File: src/rtl/dpr_port_arbiter_if.sv
// rtl/dpr_port_arbiter_if.sv - requester, RAM port and response bundle for dpr_port_arbiter
interface dpr_port_arbiter_if #(
    parameter int DATA_WIDTH = 8,
    parameter int ADDR_WIDTH = 8,
    parameter int NUM_REQ    = 4,
    parameter int ID_WIDTH   = $clog2(NUM_REQ)
);
    logic [NUM_REQ-1:0]            req_valid;
    logic [NUM_REQ-1:0]            req_we;
    logic [NUM_REQ*ADDR_WIDTH-1:0] req_addr;
    logic [NUM_REQ*DATA_WIDTH-1:0] req_data;
    logic [NUM_REQ-1:0]            req_ready;

    logic                          ram_we;
    logic [ADDR_WIDTH-1:0]         ram_addr;
    logic [DATA_WIDTH-1:0]         ram_data;
    logic [DATA_WIDTH-1:0]         ram_q;

    logic                          rsp_valid;
    logic [ID_WIDTH-1:0]           rsp_id;
    logic                          rsp_we;
    logic [DATA_WIDTH-1:0]         rsp_data;

    // Arbiter side
    modport slave (
        input  req_valid, req_we, req_addr, req_data, ram_q,
        output req_ready, ram_we, ram_addr, ram_data,
        output rsp_valid, rsp_id, rsp_we, rsp_data
    );

    // Requesters plus RAM side
    modport master (
        output req_valid, req_we, req_addr, req_data, ram_q,
        input  req_ready, ram_we, ram_addr, ram_data,
        input  rsp_valid, rsp_id, rsp_we, rsp_data
    );
endinterface

File: src/rtl/dpr_port_arbiter.sv
// rtl/dpr_port_arbiter.sv - round-robin, burst-limited arbiter sharing one RAM port
module dpr_port_arbiter #(
    parameter int DATA_WIDTH = 8,
    parameter int ADDR_WIDTH = 8,
    parameter int NUM_REQ    = 4,
    parameter int BURST_MAX  = 4,
    parameter int ID_WIDTH   = $clog2(NUM_REQ)
) (
    input  logic                clk,
    input  logic                rst,
    dpr_port_arbiter_if.slave   bus
);
    localparam int                  CNT_W   = $clog2(BURST_MAX + 1);
    localparam logic [ID_WIDTH-1:0] LAST_ID = ID_WIDTH'(NUM_REQ - 1);
    localparam logic [CNT_W-1:0]    CNT_MAX = CNT_W'(BURST_MAX);

    logic [ID_WIDTH-1:0] owner;
    logic [CNT_W-1:0]    cnt;
    logic                has_owner;

    logic                keep;
    logic                search_hit;
    logic [ID_WIDTH-1:0] search_idx;
    logic [ID_WIDTH-1:0] probe;
    logic                grant_any;
    logic [ID_WIDTH-1:0] grant_idx;
    logic                grant_we;

    logic                rsp_valid_q;
    logic [ID_WIDTH-1:0] rsp_id_q;
    logic                rsp_we_q;

    always_comb begin
        keep = rst && has_owner && bus.req_valid[owner] && (cnt < CNT_MAX);
    end

    // The probe visits owner+1 .. owner, so an exhausted sole requester is found last.
    always_comb begin
        probe      = owner;
        search_hit = 1'b0;
        search_idx = '0;
        for (int k = 0; k < NUM_REQ; k++) begin
            probe = (probe == LAST_ID) ? '0 : probe + ID_WIDTH'(1);
            if (!search_hit && bus.req_valid[probe]) begin
                search_hit = 1'b1;
                search_idx = probe;
            end
        end
    end

    always_comb begin
        grant_any = rst && (keep || search_hit);
        grant_idx = keep ? owner : search_idx;
        grant_we  = bus.req_we[grant_idx];
    end

    always_comb begin
        bus.req_ready = '0;
        bus.ram_we    = 1'b0;
        bus.ram_addr  = '0;
        bus.ram_data  = '0;
        if (grant_any) begin
            bus.req_ready[grant_idx] = 1'b1;
            bus.ram_we               = grant_we;
            for (int i = 0; i < NUM_REQ; i++) begin
                if (grant_idx == ID_WIDTH'(i)) begin
                    bus.ram_addr = bus.req_addr[i*ADDR_WIDTH +: ADDR_WIDTH];
                    bus.ram_data = bus.req_data[i*DATA_WIDTH +: DATA_WIDTH];
                end
            end
        end
    end

    always_ff @(posedge clk) begin
        if (!rst) begin
            owner       <= LAST_ID;
            cnt         <= '0;
            has_owner   <= 1'b0;
            rsp_valid_q <= 1'b0;
            rsp_id_q    <= '0;
            rsp_we_q    <= 1'b0;
        end else begin
            rsp_valid_q <= grant_any;
            rsp_id_q    <= grant_any ? grant_idx : '0;
            rsp_we_q    <= grant_any && grant_we;
            if (grant_any) begin
                owner     <= grant_idx;
                cnt       <= keep ? cnt + CNT_W'(1) : CNT_W'(1);
                has_owner <= 1'b1;
            end else begin
                cnt       <= '0;
                has_owner <= 1'b0;
            end
        end
    end

    // RAM read data is already registered, so the response data needs no extra stage.
    always_comb begin
        bus.rsp_valid = rsp_valid_q;
        bus.rsp_id    = rsp_id_q;
        bus.rsp_we    = rsp_we_q;
        bus.rsp_data  = rsp_valid_q ? bus.ram_q : '0;
    end
endmodule

File: src/flat_wrapper.sv
// flat-port wrapper written by rule: the top's interface ports become plain ports
module dpr_port_arbiter_flat 
#(
    parameter int DATA_WIDTH = 8,
    parameter int ADDR_WIDTH = 8,
    parameter int NUM_REQ    = 4,
    parameter int BURST_MAX  = 4,
    parameter int ID_WIDTH   = $clog2(NUM_REQ)
)
  (clk, rst, bus_req_valid, bus_req_we, bus_req_addr, bus_req_data, bus_ram_q, bus_req_ready, bus_ram_we, bus_ram_addr, bus_ram_data, bus_rsp_valid, bus_rsp_id, bus_rsp_we, bus_rsp_data);
  dpr_port_arbiter_if #(.DATA_WIDTH(DATA_WIDTH), .ADDR_WIDTH(ADDR_WIDTH), .NUM_REQ(NUM_REQ), .ID_WIDTH(ID_WIDTH)) bus_i ();
  input  logic clk;
  input  logic rst;
  input wire logic [$bits(bus_i.req_valid)-1:0] bus_req_valid;
  input wire logic [$bits(bus_i.req_we)-1:0] bus_req_we;
  input wire logic [$bits(bus_i.req_addr)-1:0] bus_req_addr;
  input wire logic [$bits(bus_i.req_data)-1:0] bus_req_data;
  input wire logic [$bits(bus_i.ram_q)-1:0] bus_ram_q;
  output wire logic [$bits(bus_i.req_ready)-1:0] bus_req_ready;
  output wire logic [$bits(bus_i.ram_we)-1:0] bus_ram_we;
  output wire logic [$bits(bus_i.ram_addr)-1:0] bus_ram_addr;
  output wire logic [$bits(bus_i.ram_data)-1:0] bus_ram_data;
  output wire logic [$bits(bus_i.rsp_valid)-1:0] bus_rsp_valid;
  output wire logic [$bits(bus_i.rsp_id)-1:0] bus_rsp_id;
  output wire logic [$bits(bus_i.rsp_we)-1:0] bus_rsp_we;
  output wire logic [$bits(bus_i.rsp_data)-1:0] bus_rsp_data;
  assign bus_i.req_valid = bus_req_valid;
  assign bus_i.req_we = bus_req_we;
  assign bus_i.req_addr = bus_req_addr;
  assign bus_i.req_data = bus_req_data;
  assign bus_i.ram_q = bus_ram_q;
  assign bus_req_ready = bus_i.req_ready;
  assign bus_ram_we = bus_i.ram_we;
  assign bus_ram_addr = bus_i.ram_addr;
  assign bus_ram_data = bus_i.ram_data;
  assign bus_rsp_valid = bus_i.rsp_valid;
  assign bus_rsp_id = bus_i.rsp_id;
  assign bus_rsp_we = bus_i.rsp_we;
  assign bus_rsp_data = bus_i.rsp_data;
  dpr_port_arbiter #(.DATA_WIDTH(DATA_WIDTH), .ADDR_WIDTH(ADDR_WIDTH), .NUM_REQ(NUM_REQ), .BURST_MAX(BURST_MAX), .ID_WIDTH(ID_WIDTH)) u_core (.clk(clk), .rst(rst), .bus(bus_i));
endmodule
File: config.mk
export PLATFORM = sky130hd
export DESIGN_NAME = dpr_port_arbiter_flat
export DESIGN_NICKNAME = d
export VERILOG_FILES = /design/src/rtl/dpr_port_arbiter_if.sv /design/src/rtl/dpr_port_arbiter.sv /design/src/flat_wrapper.sv
export SDC_FILE = /design/constraint.sdc
export NUM_CORES = 1
export LEC_CHECK = 0
export CAP_MARGIN = 20
export CELL_PAD_IN_SITES_DETAIL_PLACEMENT = 1
export CELL_PAD_IN_SITES_GLOBAL_PLACEMENT = 1
export CORE_ASPECT_RATIO = 1.1
export CORE_UTILIZATION = 22
export CTS_CLUSTER_SIZE = 12
export DETAILED_ROUTE_END_ITERATION = 8
export HOLD_SLACK_MARGIN = 0.06
export PLACE_DENSITY_LB_ADDON = 0.08
export SLEW_MARGIN = 20
export SYNTH_ARGS = -nofsm -noshare
export SYNTH_HDL_FRONTEND = slang
export SYNTH_SLANG_ARGS = --single-unit
export TNS_END_PERCENT = 10
File: constraint.sdc
create_clock -name clk -period 5.4 [get_ports clk]
set_input_delay 1.08 -clock clk [delete_from_list [all_inputs] [get_ports clk]]
set_output_delay 1.08 -clock clk [all_outputs]
set_load 0.05 [all_outputs]
==> summary.md <==
| Metric | Value |
|---|---|
| Syn Area/Cell | slightly above 8 um^2 |
| CTS root buf | clkbuf_8 |
| Commonest non-fill, non-tap cell in the layout | clkdlybuf4s50_1 |
| First-pass DRT Iterations | 4 |
| Clk Latency, worst-skew pair | roughly 0.23 ns |
| Top_reg_cell synth | dfxtp_1 |
| Antenna Cells | 0 |
| Layout cells sized above 1 | about a fifth |
| CP Max Fanout | 23 |
| Synth Register Bits | 9 |
| Area grow syn2layout | 112.0% |
| Reg area | about 180 um^2 |
| Status | completed |
| Synth warn | 0 |
| Seq/Total Area, Yosys | 13.66% |
| Die ar. | between 6000 and 7000 um^2 |
| CTS sink count | 9 |
| Top Family by Delay on Critical Path | compound AO/OA/AOI/OAI gates |
| Fillers | 672 |
| Pre-CTS WS | approximately 0.32 ns |
| Die H | between 80 and 90 um |
| Max-slew violations | 0 |
| Hold crit path type | reg -> reg |
| Port Buffers | between 100 and 150 |
| Hold Fails Final Rpt | 0 |
| Crit Path Class | in -> out |
| Final setup violation count | 0 |
| Via/cell ratio | 5.080 |
| Arrival time at the worst endpoint | between 3 and 4 ns |
| Drt drc | 0 |
| FP Rows | 29 |
| Net count, final | ~360 |
| Maximum capacitance violations | 0 |
| RSZ-0062 raised after global routing | no |
| Wire length per cell | 15.77 um |
| Crit end category | primary output |
| Data required time of the worst path | around 4.3 ns |
| Final setup margin | about 0.33 ns |
| Synth area leaders | dfxtp_1 14%, a221oi_2 6.8%, a22oi_1 6.8% |
| Crit path launch type | input pin |
| Cell area after synthesis | roughly 1300 um^2 |
| Slew margin rel. | around half |
| Fmax achieved | about 0.20 GHz |
| Most frequent cells in the layout | 93 x clkdlybuf4s50_1, 20 x buf_12, 16 x a21oi_1 |
| Post-CTS Resized | 0 |
| Leading area contributor after synthesis | dfxtp_1 |
| Global placer's final weighted congestion | 0.7736 |
| Largest net degree at the start of global routing | 27 |
| Synth Net Count | between 200 and 250 |
| Area of the multi-input gates | between 1000 and 1500 um^2 |
| Detail Placement HPWL | about 4700 um |
| Synth top area share | between 10% and 20% |
| H-Tree Depth | 1 |
| Max stage delay cell, worst path | o31ai_4 |
| GRT Total Usage | a little under a fifth |
| Max clock buf depth | 2 |
| Post-synth EDFFs | 0 |
| Slew @ Worst Pin | about 0.75 ns |
| First-pass GRT wire length | roughly 9000 um |
| Starting Density | about 23% |
| Synth unique cells | between 40 and 50 |
| Worst Path Buf+Inv | 4 |
| CP max stage delay | 0.63 ns |
| Clock skew | ~0.0019 ns |
| Min cycle time layout | between 5 and 6 ns |
| WL final | roughly 5500 um |
| CTS tree | yes |
| Hold WS | about 0.45 ns |
| Synthesized netlist cell count | 163 |
| Grt ovf | 0 |
| Die X | 75.82 um |
| Vias in the first global route | 1923 |
| Final Cycle Share | a little over nine tenths |
| Vias | 1783 |
| Synth async-reset ratio | 0% |
| Ports | between 100 and 150 |
| Crit path top cell by count | buf_4 |
| Clock Pin Slew Worst Setup and Hold Paths | 0.04 ns |
| Total negative slack | 0 ns |
| Routed Antenna Nets | 0 |
| Core Footprint | around 5800 um^2 |
| Critical-path cell list | clkdlybuf4s50_1 -> buf_4 -> nor2_1 -> o22ai_1 -> o211ai_1 -> o311ai_0 -> o31ai_4 -> buf_4 -> a221oi_1 -> a21oi_1 -> buf_12 |
| Post-CTS Setup Inserts | 0 |
| Initial DRC count | 43 |
| Initial antenna violation count | 0 |
| Cts bufs inserted | 3 |
| CTS Hold Bufs | 0 |
-- flip-flops by register name, summed over array words and instances (netlist names) --
register / flops
u_core.bus.rsp_valid: 1
u_core.owner: 2
u_core.bus.rsp_we: 1
u_core.cnt: 3
u_core.bus.rsp_id: 2
-- synthesized netlist by cell type (all sizes together), types with 4 or more instances --
library cell  count
and2             12
a221oi           12
a21oi            16
a211oi           10
nand2b            4
a22oi            12
nor2             12
nand2             5
clkbuf            9
mux2i             6
dfxtp             9
mux2              5
buf              10
-- cells by family (layout without fill, tap and decap cells) --
kind of cell               count (synthesis)  count (layout)  share of synthesized area [%]
muxes                                     13              13                          12.24
buffers and inverters                     21             132                          8.254
DFF                                        9               9                          13.66
xor gates and xnor gates                   1               1                         0.6643
AOI/OAI and AO/OA                         65              65                          40.89
adders and majority gates                  2               2                          1.897
and+or+nand+nor                           52              52                          22.39
-- final timing paths --
| kind | start | end | slack, ns | cells past startpoint |
|---|---|---|---|---|
| min | u_core.cnt[0] | u_core.cnt[0] | 0.45 | 1 |
| max | bus_req_valid[3] | bus_ram_data[4] | 0.33 | 11 |
| min reg2reg | u_core.cnt[0] | u_core.cnt[0] | 0.45 | 1 |
| max reg2reg | u_core.owner[1] | u_core.bus.rsp_we | 2.47 | 8 |
-- metrics by stage --
| stage | instance area [um^2] | cells | utilization (%) |
|---|---|---|---|
| floorplan | 1319 | 163 | - |
| CTS | 2796 | 351 | 48.47 |
| detailed placement | 2751 | 347 | 47.69 |
| global route | 2796 | 351 | 48.47 |
| finish | 2796 | 351 | 48.47 |
| global placement | 2751 | 347 | 47.69 |
-- routing by layer --
metal / track usage, % / wire, um
met5: 0 / 0
met4: 5.387 / 85
met3: 8.010 / 684
met2: 30.73 / 2643
met1: 20.03 / 2123
-- layout make-up --
cell class | instances | area share [%]
tap | 77 | 3.445
timing repair buffer | 126 | 51.10
multi-input combinational | 133 | 37.14
sequential | 9 | 6.443
clock buffer | 4 | 1.611
inverter | 2 | 0.2685
Power is left out: the tool's default activity adds up to more than one toggle a clock period on the data nets, which glitch-free logic cannot reach.
